## config.mk

```make
export PLATFORM = sky130hd
export DESIGN_NAME = load_ext_ctrl
export DESIGN_NICKNAME = d
export VERILOG_FILES = /design/src/rtl/load_ext_ctrl.sv
export SDC_FILE = /design/constraint.sdc
export NUM_CORES = 1
export LEC_CHECK = 0
export CORE_MARGIN = 3
export CORE_UTILIZATION = 52
export CTS_CLUSTER_DIAMETER = 40
export DETAILED_ROUTE_END_ITERATION = 6
export HOLD_SLACK_MARGIN = 0.06
export PLACE_DENSITY = 0.86
export SYNTH_ARGS = -nofsm -noshare
export SYNTH_HDL_FRONTEND = slang
export SYNTH_SLANG_ARGS = --single-unit
```

## constraint.sdc

```tcl
create_clock -name clock -period 4.5 [get_ports clock]
set_input_delay 0.9 -clock clock [delete_from_list [all_inputs] [get_ports clock]]
set_output_delay 0.9 -clock clock [all_outputs]
set_load 0.02 [all_outputs]
```

## src/rtl/load_ext_ctrl.sv

```systemverilog
// Load-path controller: word read over req/ack, lane select, sign/zero extend.
// Define LOAD_EXT_TIMEOUT_EN to abort a read after TIMEOUT cycles without ack.
module load_ext_ctrl #(
    parameter int unsigned TIMEOUT = 15
) (
    input  logic        clock,
    input  logic        reset,
    input  logic        start,
    input  logic [2:0]  op,
    input  logic [31:0] addr,
    output logic        mem_req,
    output logic [31:0] mem_addr,
    input  logic        mem_ack,
    input  logic [31:0] mem_rdata,
    output logic        busy,
    output logic        done,
    output logic        err,
    output logic [31:0] data
);

    localparam logic [2:0] OP_LW  = 3'd0;
    localparam logic [2:0] OP_LH  = 3'd1;
    localparam logic [2:0] OP_LHU = 3'd2;
    localparam logic [2:0] OP_LB  = 3'd3;
    localparam logic [2:0] OP_LBU = 3'd4;

    if (TIMEOUT < 1 || TIMEOUT > 255) begin : g_bad_timeout
        $error("load_ext_ctrl: TIMEOUT must be 1..255");
    end

    typedef enum logic [2:0] {
        S_IDLE,
        S_CHECK,
        S_REQ,
        S_EXT,
        S_DONE
    } state_t;

    state_t      state_q, state_d;
    logic [2:0]  op_q, op_d;
    logic [31:0] addr_q, addr_d;
    logic [31:0] rdata_q, rdata_d;
    logic [31:0] data_q, data_d;
    logic        err_q, err_d;

`ifdef LOAD_EXT_TIMEOUT_EN
    localparam logic [7:0] TO_LAST = 8'(TIMEOUT - 1);
    logic [7:0]  cnt_q, cnt_d;
`endif

    logic        illegal;
    logic [7:0]  byte_sel;
    logic [15:0] half_sel;
    logic [31:0] ext_val;
    logic        is_lh, is_lhu, is_lb, is_lbu;

    always_comb begin
        illegal = 1'b0;
        if (op_q > OP_LBU) begin
            illegal = 1'b1;
        end else if (op_q == OP_LW && addr_q[1:0] != 2'b00) begin
            illegal = 1'b1;
        end else if ((op_q == OP_LH || op_q == OP_LHU) && addr_q[0]) begin
            illegal = 1'b1;
        end
    end

    // Big-endian lanes: byte 0 of the word sits in rdata[31:24].
    always_comb begin
        byte_sel = 8'h00;
        case (addr_q[1:0])
            2'b00:   byte_sel = rdata_q[31:24];
            2'b01:   byte_sel = rdata_q[23:16];
            2'b10:   byte_sel = rdata_q[15:8];
            default: byte_sel = rdata_q[7:0];
        endcase
        half_sel = addr_q[1] ? rdata_q[15:0] : rdata_q[31:16];
    end

    assign is_lh  = (op_q == OP_LH);
    assign is_lhu = (op_q == OP_LHU);
    assign is_lb  = (op_q == OP_LB);
    assign is_lbu = (op_q == OP_LBU);

    always_comb begin
        ext_val = rdata_q;
        unique case (1'b1)
            is_lh:   ext_val = {{16{half_sel[15]}}, half_sel};
            is_lhu:  ext_val = {16'h0000, half_sel};
            is_lb:   ext_val = {{24{byte_sel[7]}}, byte_sel};
            is_lbu:  ext_val = {24'h000000, byte_sel};
            default: ext_val = rdata_q;
        endcase
    end

    always_comb begin
        state_d = state_q;
        op_d    = op_q;
        addr_d  = addr_q;
        rdata_d = rdata_q;
        data_d  = data_q;
        err_d   = 1'b0;
`ifdef LOAD_EXT_TIMEOUT_EN
        cnt_d   = cnt_q;
`endif
        case (state_q)
            S_IDLE: begin
                if (start) begin
                    op_d    = op;
                    addr_d  = addr;
                    state_d = S_CHECK;
                end
            end
            S_CHECK: begin
`ifdef LOAD_EXT_TIMEOUT_EN
                cnt_d = 8'h00;
`endif
                if (illegal) begin
                    err_d   = 1'b1;
                    state_d = S_IDLE;
                end else begin
                    state_d = S_REQ;
                end
            end
            S_REQ: begin
                if (mem_ack) begin
                    rdata_d = mem_rdata;
                    state_d = S_EXT;
`ifdef LOAD_EXT_TIMEOUT_EN
                end else if (cnt_q == TO_LAST) begin
                    err_d   = 1'b1;
                    state_d = S_IDLE;
                end else begin
                    cnt_d = cnt_q + 8'h01;
`endif
                end
            end
            S_EXT: begin
                data_d  = ext_val;
                state_d = S_DONE;
            end
            S_DONE: begin
                state_d = S_IDLE;
            end
            default: begin
                state_d = S_IDLE;
            end
        endcase
    end

    always_ff @(posedge clock or negedge reset) begin
        if (!reset) begin
            state_q <= S_IDLE;
            op_q    <= 3'd0;
            addr_q  <= 32'h0;
            rdata_q <= 32'h0;
            data_q  <= 32'h0;
            err_q   <= 1'b0;
`ifdef LOAD_EXT_TIMEOUT_EN
            cnt_q   <= 8'h00;
`endif
        end else begin
            state_q <= state_d;
            op_q    <= op_d;
            addr_q  <= addr_d;
            rdata_q <= rdata_d;
            data_q  <= data_d;
            err_q   <= err_d;
`ifdef LOAD_EXT_TIMEOUT_EN
            cnt_q   <= cnt_d;
`endif
        end
    end

    // Decoded from state so reset clears req/busy without a clock edge.
    assign mem_req  = (state_q == S_REQ);
    assign mem_addr = {addr_q[31:2], 2'b00};
    assign busy     = (state_q != S_IDLE);
    assign done     = (state_q == S_DONE);
    assign err      = err_q;
    assign data     = data_q;

endmodule

```

==> impl_results.html, run 1 <==
<table>
<tr><th>Metric</th><th>Value</th></tr>
<tr><th colspan="2">Clocking</th></tr>
<tr><td>Total setup buffers inserted after CTS</td><td>0</td></tr>
<tr><td>Clock sink count</td><td>between 100 and 150</td></tr>
<tr><td>Buffer type at the clock tree root</td><td>sky130_fd_sc_hd__clkbuf_8</td></tr>
<tr><td>Number of levels the H-tree was split into</td><td>3</td></tr>
<tr><td>Clock insertion delay at the later pin of the skew report</td><td>approximately 360 ps</td></tr>
<tr><td>Post-cts resize count</td><td>0</td></tr>
<tr><td>Number of buffers created by CTS</td><td>9</td></tr>
<tr><td>Total of hold buffers inserted after clock tree synthesis</td><td>0</td></tr>
<tr><td>Clock-pin slew of the registers on the worst-case setup and hold paths</td><td>approximately 100 ps</td></tr>
<tr><td>Buffer depth of the longest clock path</td><td>2</td></tr>
<tr><td>Clock tree from TritonCTS</td><td>yes</td></tr>
<tr><th colspan="2">Logic synthesis</th></tr>
<tr><td>Proportion of synthesized chip area in sequential cells</td><td>0.5335</td></tr>
<tr><td>Number of synthesized flops with an enable pin</td><td>0</td></tr>
<tr><td>Synthesis-stage register bit count</td><td>103</td></tr>
<tr><td>Number of library cell types mapped by synthesis</td><td>44</td></tr>
<tr><td>Post-synthesis cell count</td><td>~380</td></tr>
<tr><td>Flip-flop cell with the highest count after synthesis</td><td>sky130_fd_sc_hd__dfrtp_1</td></tr>
<tr><td>Cell area after technology mapping</td><td>approximately 0.0048 mm2</td></tr>
<tr><td>Synth warnings</td><td>0</td></tr>
<tr><td>Average cell area after synthesis</td><td>12.85 um2</td></tr>
<tr><td>Share of synthesized flip-flops with an asynchronous set or reset</td><td>1.000</td></tr>
<tr><th colspan="2">Drt</th></tr>
<tr><td>Wire length reported by the detailed router</td><td>around 11000 um</td></tr>
<tr><td>Routed length per placed instance</td><td>between 15 and 20 um</td></tr>
<tr><td>Number of vias in the routed layout</td><td>around 3400</td></tr>
<tr><td>Violation count after the first detailed-routing iteration</td><td>approximately 240</td></tr>
<tr><td>Number of antenna-violating nets in the routed design</td><td>0</td></tr>
<tr><td>Number of detailed-route iterations in the first pass</td><td>5</td></tr>
<tr><td>Remaining DRCs</td><td>0</td></tr>
<tr><td>DR vias/cell</td><td>between 5 and 6</td></tr>
<tr><th colspan="2">Worst setup path</th></tr>
<tr><td>Type of destination of the critical path</td><td>output port</td></tr>
<tr><td>Data arrival time of the critical path</td><td>1780 ps</td></tr>
<tr><td>CP Launch Type</td><td>flip-flop</td></tr>
<tr><td>R2r setup slk</td><td>approximately 2100 ps</td></tr>
<tr><td>Number of cells on the worst reg-to-reg path</td><td>4</td></tr>
<tr><td>CP Launch Point</td><td>state_q[0]</td></tr>
<tr><td>Critical Path Fanout Max</td><td>5</td></tr>
<tr><td>Worst r2r dst</td><td>data[20]</td></tr>
<tr><td>Required time of the worst setup path</td><td>approximately 3600 ps</td></tr>
<tr><td>Worst R2R Start</td><td>addr_q[1]</td></tr>
<tr><td>Start-to-end type of the worst setup path</td><td>flip-flop to output port</td></tr>
<tr><th colspan="2">Layout</th></tr>
<tr><td>Diodes inserted</td><td>0</td></tr>
<tr><td>Most common cell after layout, fill and taps aside</td><td>sky130_fd_sc_hd__clkdlybuf4s50_1</td></tr>
<tr><td>Syn-to-layout area delta</td><td>27.61%</td></tr>
<tr><td>Leading cell types in the layout, fill and taps excluded</td><td>sky130_fd_sc_hd__clkdlybuf4s50_1, sky130_fd_sc_hd__dfrtp_1, sky130_fd_sc_hd__mux2_2</td></tr>
<tr><td>Ratio of cells with drive above 1 in the final layout</td><td>0.2243</td></tr>
<tr><td>Summed area of non-filler cells in the final layout</td><td>about 0.0062 mm2</td></tr>
<tr><td>Non-filler instance count after layout</td><td>~600</td></tr>
<tr><td>Final #Nets</td><td>roughly 540</td></tr>
<tr><th colspan="2">GRT</th></tr>
<tr><td>Combined global-route utilization of all metal layers</td><td>0.2201</td></tr>
<tr><td>Antenna violations before repair</td><td>0</td></tr>
<tr><td>Pin count of the biggest net entering global routing</td><td>slightly above 70</td></tr>
<tr><td>Number of global-route vias before repair</td><td>roughly 3500</td></tr>
<tr><td>Global-route wire length before repair</td><td>17620 um</td></tr>
<tr><td>Remaining Overflow, GRT</td><td>0</td></tr>
<tr><th colspan="2">Power and ir drop</th></tr>
<tr><td>Maximum vdd drop</td><td>approximately 0.33 mV</td></tr>
<tr><td>Pwr/cell area</td><td>762.6 mW/mm2</td></tr>
<tr><td>Leakage</td><td>approximately 2.5 nW</td></tr>
<tr><th colspan="2">Place</th></tr>
<tr><td>Final weighted congestion in routability-driven placement</td><td>just over 0.8</td></tr>
<tr><td>Cell Area, Placed</td><td>~0.006 mm2</td></tr>
<tr><td>Port-buffer cells</td><td>approximately 140</td></tr>
<tr><td>Pre-CTS setup slack</td><td>~1700 ps</td></tr>
<tr><td>Post-placement cell count</td><td>~570</td></tr>
<tr><td>Dpl hpwl</td><td>around 7800 um</td></tr>
<tr><th colspan="2">Min path</th></tr>
<tr><td>Min-Delay Path Depth</td><td>1</td></tr>
<tr><td>Worst Min Path Start</td><td>addr_q[21]</td></tr>
<tr><td>Worst Hold End</td><td>addr_q[21]</td></tr>
<tr><td>Kind of path behind the tightest hold check</td><td>flip-flop to flip-flop</td></tr>
<tr><th colspan="2">Timing</th></tr>
<tr><td>Number of hold-slack violations in the final timing report</td><td>0</td></tr>
<tr><td>Shortest clock period the worst path allows after layout</td><td>2681 ps</td></tr>
<tr><td>Setup repair after global routing missed its margin</td><td>no</td></tr>
<tr><td>Achievable Freq</td><td>373.0 MHz</td></tr>
<tr><td>Final setup skew</td><td>about 13 ps</td></tr>
<tr><td>Final Max Slew Viols</td><td>0</td></tr>
<tr><td>Worst slew pin tran</td><td>~1000 ps</td></tr>
<tr><td>Total negative slack</td><td>0 ps</td></tr>
<tr><td>Normalized max-slew margin</td><td>0.3227</td></tr>
<tr><td>Final cycle utilization of the critical path</td><td>0.5957</td></tr>
<tr><td>Final number of setup-violating endpoints</td><td>0</td></tr>
<tr><td>Post-route setup slack</td><td>1819 ps</td></tr>
<tr><th colspan="2">Floorplanning</th></tr>
<tr><td>Die X</td><td>just over 100 um</td></tr>
<tr><td>DIE HEIGHT</td><td>between 100 and 150 um</td></tr>
<tr><td>Full die area</td><td>roughly 0.010 mm2</td></tr>
<tr><td>Initial core utilization</td><td>0.5433</td></tr>
<tr><td>Row count</td><td>34</td></tr>
<tr><td>Floorplan Core Area</td><td>around 0.0089 mm2</td></tr>
<tr><td>Number of top-level pins</td><td>~140</td></tr>
<tr><th colspan="2">Status</th></tr>
<tr><td>Outcome</td><td>finished clean</td></tr>
<tr><th colspan="2">Run</th></tr>
<tr><td>Max-capacitance violation count</td><td>0</td></tr>
</table>
how the worst max path moves through the flow:
stage | end | slack, ps | cells after the start
after detailed placement | addr_q[2] | 1740 | 4
after global placement | addr_q[25] | 1780 | 4
after global routing | busy | 1730 | 2
final | busy | 1820 | 2
after CTS | busy | 1810 | 2
after floorplan | done | 2660 | 1
metrics by stage:
stage	hold WS, ps	power (W)	utilization
after floorplan	481.9	0.003437	-
after global placement	489.6	0.004079	0.6732
after detailed placement	495.5	0.004180	0.6732
after CTS	517.5	0.004723	0.6934
after global routing	529.1	0.004981	0.6934
final	513.4	0.004701	0.6934
critical path: stages, from the launching register on:
cell and delay [ps]:
sky130_fd_sc_hd__dfrtp_1 430, sky130_fd_sc_hd__or3_1 440, sky130_fd_sc_hd__clkdlybuf4s50_1 560
where the power goes:
part / switching (W) / leakage, nW / internal, W
clock network: 0.000334 / 0.0866 / 0.000207
logic: 0.00103 / 1.18 / 0.00127
registers: 0.000480 / 1.23 / 0.00138
total: 0.00184 / 2.50 / 0.00286
cell families after synthesis:
| group | count (synthesis) | synth area share |
|---|---|---|
| AO/OA/AOI/OAI | 72 | 0.1186 |
| XOR/XNOR | 2 | 0.003627 |
| buffers and inverters | 62 | 0.08184 |
| flip-flops | 103 | 0.5335 |
| multiplexers | 78 | 0.1989 |
| other | 1 | 0.0007763 |
| AND/OR/NAND/NOR | 58 | 0.06268 |
cells in the mapped netlist (2+ instances only):
master / number / share of area
sky130_fd_sc_hd__dfrtp_1: 103 / 0.53
sky130_fd_sc_hd__mux2_2: 64 / 0.15
sky130_fd_sc_hd__buf_4: 38 / 0.059
sky130_fd_sc_hd__nor2_1: 19 / 0.015
sky130_fd_sc_hd__a221o_1: 17 / 0.035
sky130_fd_sc_hd__nand2_1: 12 / 0.0093
sky130_fd_sc_hd__buf_2: 10 / 0.010
sky130_fd_sc_hd__a31oi_1: 9 / 0.012
sky130_fd_sc_hd__nand2b_1: 9 / 0.012
sky130_fd_sc_hd__o21ai_0: 9 / 0.0093
sky130_fd_sc_hd__a21oi_1: 8 / 0.0083
sky130_fd_sc_hd__a22oi_1: 8 / 0.012
sky130_fd_sc_hd__mux4_2: 8 / 0.037
sky130_fd_sc_hd__clkbuf_1: 7 / 0.0054
sky130_fd_sc_hd__mux2i_1: 6 / 0.012
sky130_fd_sc_hd__inv_1: 5 / 0.0039
sky130_fd_sc_hd__a2bb2oi_1: 4 / 0.0073
sky130_fd_sc_hd__o21bai_1: 4 / 0.0062
sky130_fd_sc_hd__o221a_2: 4 / 0.0093
sky130_fd_sc_hd__nor2_2: 3 / 0.0039
sky130_fd_sc_hd__o221ai_1: 3 / 0.0054
sky130_fd_sc_hd__nor3b_1: 2 / 0.0031
sky130_fd_sc_hd__or2_2: 2 / 0.0026
sky130_fd_sc_hd__or3_1: 2 / 0.0026
flip-flops by register name (all words and copies together), names as in the netlist:
| signal | cells |
|---|---|
| addr_q | 32 |
| data | 32 |
| rdata_q | 32 |
| op_q | 3 |
| state_q | 3 |
| err | 1 |
per-layer routing:
layer,GRT usage,share of wire,vias up
met1,0.2864,0.40,1722
li1,-,-,1528
met3,0.03140,0.062,19
met2,0.3738,0.52,145
met4,0.08678,0.017,0
met5,0,0,-
area by class of cell:
| cell class | count | area, um2 |
|---|---|---|
| flip-flops and latches | 103 | 2577 |
| inverters | 6 | 22.52 |
| repair buffers | 140 | 1389 |
| fillers | 679 | 2726 |
| clock buffers | 9 | 123.9 |
| well taps | 108 | 135.1 |
| clock inverters | 7 | 55.05 |
| multi-input cells | 212 | 1862 |
Note: power is estimated with default switching activity, not from simulation.
==> inputs of run 2 (changes only) <==
--- a/config.mk
+++ b/config.mk
@@ -6,11 +6,11 @@
 export NUM_CORES = 1
 export LEC_CHECK = 0
 export CORE_MARGIN = 3
-export CORE_UTILIZATION = 52
+export CORE_UTILIZATION = 48
 export CTS_CLUSTER_DIAMETER = 40
 export DETAILED_ROUTE_END_ITERATION = 6
 export HOLD_SLACK_MARGIN = 0.06
-export PLACE_DENSITY = 0.86
+export PLACE_DENSITY = 0.81
 export SYNTH_ARGS = -nofsm -noshare
 export SYNTH_HDL_FRONTEND = slang
 export SYNTH_SLANG_ARGS = --single-unit
==> constraint.sdc (replaced) <==
create_clock -name clock -period 2.7 [get_ports clock]
set_input_delay 0.54 -clock clock [delete_from_list [all_inputs] [get_ports clock]]
set_output_delay 0.54 -clock clock [all_outputs]
set_load 0.02 [all_outputs]
==> impl_results.html, run 2 (synthesis gave the netlist of run 1 again) <==
<table>
<tr><th>Metric</th><th>Value</th></tr>
<tr><th colspan="2">Timing</th></tr>
<tr><td>Final number of setup-violating endpoints</td><td>0</td></tr>
<tr><td>Number of hold-slack violations in the final timing report</td><td>0</td></tr>
<tr><td>Final setup skew</td><td>around 18 ps</td></tr>
<tr><td>Worst slew pin tran</td><td>711.9 ps</td></tr>
<tr><td>Final cycle utilization of the critical path</td><td>0.8749</td></tr>
<tr><td>Final Max Slew Viols</td><td>0</td></tr>
<tr><td>Shortest clock period the worst path allows after layout</td><td>~2400 ps</td></tr>
<tr><td>Setup repair after global routing missed its margin</td><td>no</td></tr>
<tr><td>Achievable Freq</td><td>around 420 MHz</td></tr>
<tr><td>Normalized max-slew margin</td><td>0.5249</td></tr>
<tr><td>Total negative slack</td><td>0 ps</td></tr>
<tr><th colspan="2">GRT</th></tr>
<tr><td>Remaining Overflow, GRT</td><td>0</td></tr>
<tr><td>Global-route wire length before repair</td><td>18320 um</td></tr>
<tr><td>Combined global-route utilization of all metal layers</td><td>0.2059</td></tr>
<tr><td>Antenna violations before repair</td><td>0</td></tr>
<tr><td>Pin count of the biggest net entering global routing</td><td>98</td></tr>
<tr><td>Number of global-route vias before repair</td><td>3514</td></tr>
<tr><th colspan="2">Floorplanning</th></tr>
<tr><td>DIE HEIGHT</td><td>between 100 and 150 um</td></tr>
<tr><td>Die X</td><td>106.3 um</td></tr>
<tr><td>Initial core utilization</td><td>0.5084</td></tr>
<tr><td>Row count</td><td>35</td></tr>
<tr><td>Full die area</td><td>between 0.01 and 0.015 mm2</td></tr>
<tr><td>Floorplan Core Area</td><td>around 0.0095 mm2</td></tr>
<tr><td>Number of top-level pins</td><td>139</td></tr>
<tr><th colspan="2">Min path</th></tr>
<tr><td>Kind of path behind the tightest hold check</td><td>input port to asynchronous set/reset pin</td></tr>
<tr><th colspan="2">Power and ir drop</th></tr>
<tr><td>Part of the power in the clock network</td><td>0.116</td></tr>
<tr><td>Pwr/cell area</td><td>approximately 1300 mW/mm2</td></tr>
<tr><td>Part of the power in combinational logic</td><td>0.500</td></tr>
<tr><td>Leakage</td><td>~2.5 nW</td></tr>
<tr><td>Proportion of total power due to net switching</td><td>0.3896</td></tr>
<tr><td>Maximum vdd drop</td><td>about 0.53 mV</td></tr>
<tr><td>Cell Int Power</td><td>0.004839 W</td></tr>
<tr><td>Switching Power</td><td>between 0.003 and 0.004 W</td></tr>
<tr><td>Sequential power share</td><td>0.383</td></tr>
<tr><th colspan="2">Clocking</th></tr>
<tr><td>Number of buffers created by CTS</td><td>9</td></tr>
<tr><td>Number of levels the H-tree was split into</td><td>3</td></tr>
<tr><td>Clock sink count</td><td>103</td></tr>
<tr><td>Buffer depth of the longest clock path</td><td>2</td></tr>
<tr><td>Clock tree from TritonCTS</td><td>yes</td></tr>
<tr><td>Clock insertion delay at the later pin of the skew report</td><td>roughly 370 ps</td></tr>
<tr><td>Total of hold buffers inserted after clock tree synthesis</td><td>1</td></tr>
<tr><td>Post-cts resize count</td><td>0</td></tr>
<tr><td>Clock-pin slew of the registers on the worst-case setup and hold paths</td><td>about 100 ps</td></tr>
<tr><td>Total setup buffers inserted after CTS</td><td>0</td></tr>
<tr><td>Buffer type at the clock tree root</td><td>sky130_fd_sc_hd__clkbuf_8</td></tr>
<tr><th colspan="2">Layout</th></tr>
<tr><td>Final #Nets</td><td>approximately 550</td></tr>
<tr><td>Diodes inserted</td><td>0</td></tr>
<tr><td>Final Core Density</td><td>0.6606</td></tr>
<tr><td>Leading cell types in the layout, fill and taps excluded</td><td>sky130_fd_sc_hd__clkdlybuf4s50_1, sky130_fd_sc_hd__dfrtp_1, sky130_fd_sc_hd__mux2_2</td></tr>
<tr><td>Ratio of cells with drive above 1 in the final layout</td><td>0.2351</td></tr>
<tr><td>Most common cell after layout, fill and taps aside</td><td>sky130_fd_sc_hd__clkdlybuf4s50_1</td></tr>
<tr><td>FILL cells</td><td>approximately 740</td></tr>
<tr><td>Syn-to-layout area delta</td><td>29.94%</td></tr>
<tr><th colspan="2">Drt</th></tr>
<tr><td>Routed length per placed instance</td><td>18.36 um</td></tr>
<tr><td>Violation count after the first detailed-routing iteration</td><td>194</td></tr>
<tr><td>Wire length reported by the detailed router</td><td>11270 um</td></tr>
<tr><td>DR vias/cell</td><td>~5.5</td></tr>
<tr><td>Remaining DRCs</td><td>0</td></tr>
<tr><td>Number of antenna-violating nets in the routed design</td><td>0</td></tr>
<tr><td>Number of detailed-route iterations in the first pass</td><td>4</td></tr>
<tr><td>Number of vias in the routed layout</td><td>3400</td></tr>
<tr><th colspan="2">Worst setup path</th></tr>
<tr><td>Start-to-end type of the worst setup path</td><td>flip-flop to output port</td></tr>
<tr><td>Required time of the worst setup path</td><td>roughly 2200 ps</td></tr>
<tr><td>Data arrival time of the critical path</td><td>~1800 ps</td></tr>
<tr><td>Type of destination of the critical path</td><td>output port</td></tr>
<tr><td>CP Launch Type</td><td>flip-flop</td></tr>
<tr><td>Critical Path Fanout Max</td><td>5</td></tr>
<tr><th colspan="2">Place</th></tr>
<tr><td>Final weighted congestion in routability-driven placement</td><td>roughly 0.83</td></tr>
<tr><td>Port-buffer cells</td><td>~140</td></tr>
<tr><td>Dpl hpwl</td><td>~8300 um</td></tr>
<tr><th colspan="2">Status</th></tr>
<tr><td>Outcome</td><td>finished clean</td></tr>
<tr><th colspan="2">Run</th></tr>
<tr><td>Max-capacitance violation count</td><td>0</td></tr>
</table>
==> run 2: area by class of cell <==
type | count | area (um2) | share of cell area
Sequential cell | 103 | 2577 | 0.4106
Multi-Input combinational cell | 212 | 1862 | 0.2966
Timing Repair Buffer | 148 | 1464 | 0.2332
Tap cell | 129 | 161.4 | 0.02571
Clock buffer | 10 | 137.6 | 0.02193
Clock inverter | 6 | 52.55 | 0.008372
Inverter | 6 | 22.52 | 0.003588
==> run 2: power by group through the flow <==
stage               clock network, W  registers (W)  logic (W)
finish                      0.000922        0.00304    0.00397
detailed placement                 0        0.00305    0.00399
floorplan                          0        0.00299    0.00274
CTS                         0.000948        0.00303    0.00401
global placement                   0        0.00301    0.00387
global route                 0.00101        0.00316    0.00426
==> run 2: worst max-delay path, stage by stage (launching register included) <==
cell                              delay, ps
sky130_fd_sc_hd__dfrtp_1                430
sky130_fd_sc_hd__or3_1                  460
sky130_fd_sc_hd__clkdlybuf4s50_1        570
==> run 2: metrics by stage <==
step / cells / instance area, um2 / worst slack, ps / hold slack, ps / power [W]
2_1_floorplan: 377 / 4835 / 894.6 / 244.4 / 0.005729
3_3_place_gp: 597 / 6077 / 561.1 / 359.2 / 0.006883
6_report: 614 / 6277 / 337.7 / 515.1 / 0.007929
3_5_place_dp: 597 / 6077 / 521.1 / 362.4 / 0.007046
4_1_cts: 614 / 6277 / 321.3 / 500.9 / 0.007980
5_1_grt: 614 / 6277 / 272.5 / 520.6 / 0.008423
==> run 2: worst paths after layout <==
check | start | to | slack [ps] | depth (start not counted)
min reg2reg | addr_q[31] | addr_q[31] | 520 | 1
max in group asynchronous | reset | rdata_q[15] | 1480 | 3
max | state_q[0] | busy | 340 | 2
max reg2reg | op_q[2] | data[16] | 640 | 4
min in group clock | addr_q[31] | addr_q[31] | 520 | 1
min | reset | addr_q[27] | 520 | 2
==> run 2: layer usage <==
layer,vias to the layer above,global-route usage,wire (um)
li1,1540,-,-
met1,1722,0.2721,4622
met2,119,0.3425,5734
met3,19,0.03218,685
met4,0,0.07863,232
met5,-,0,0
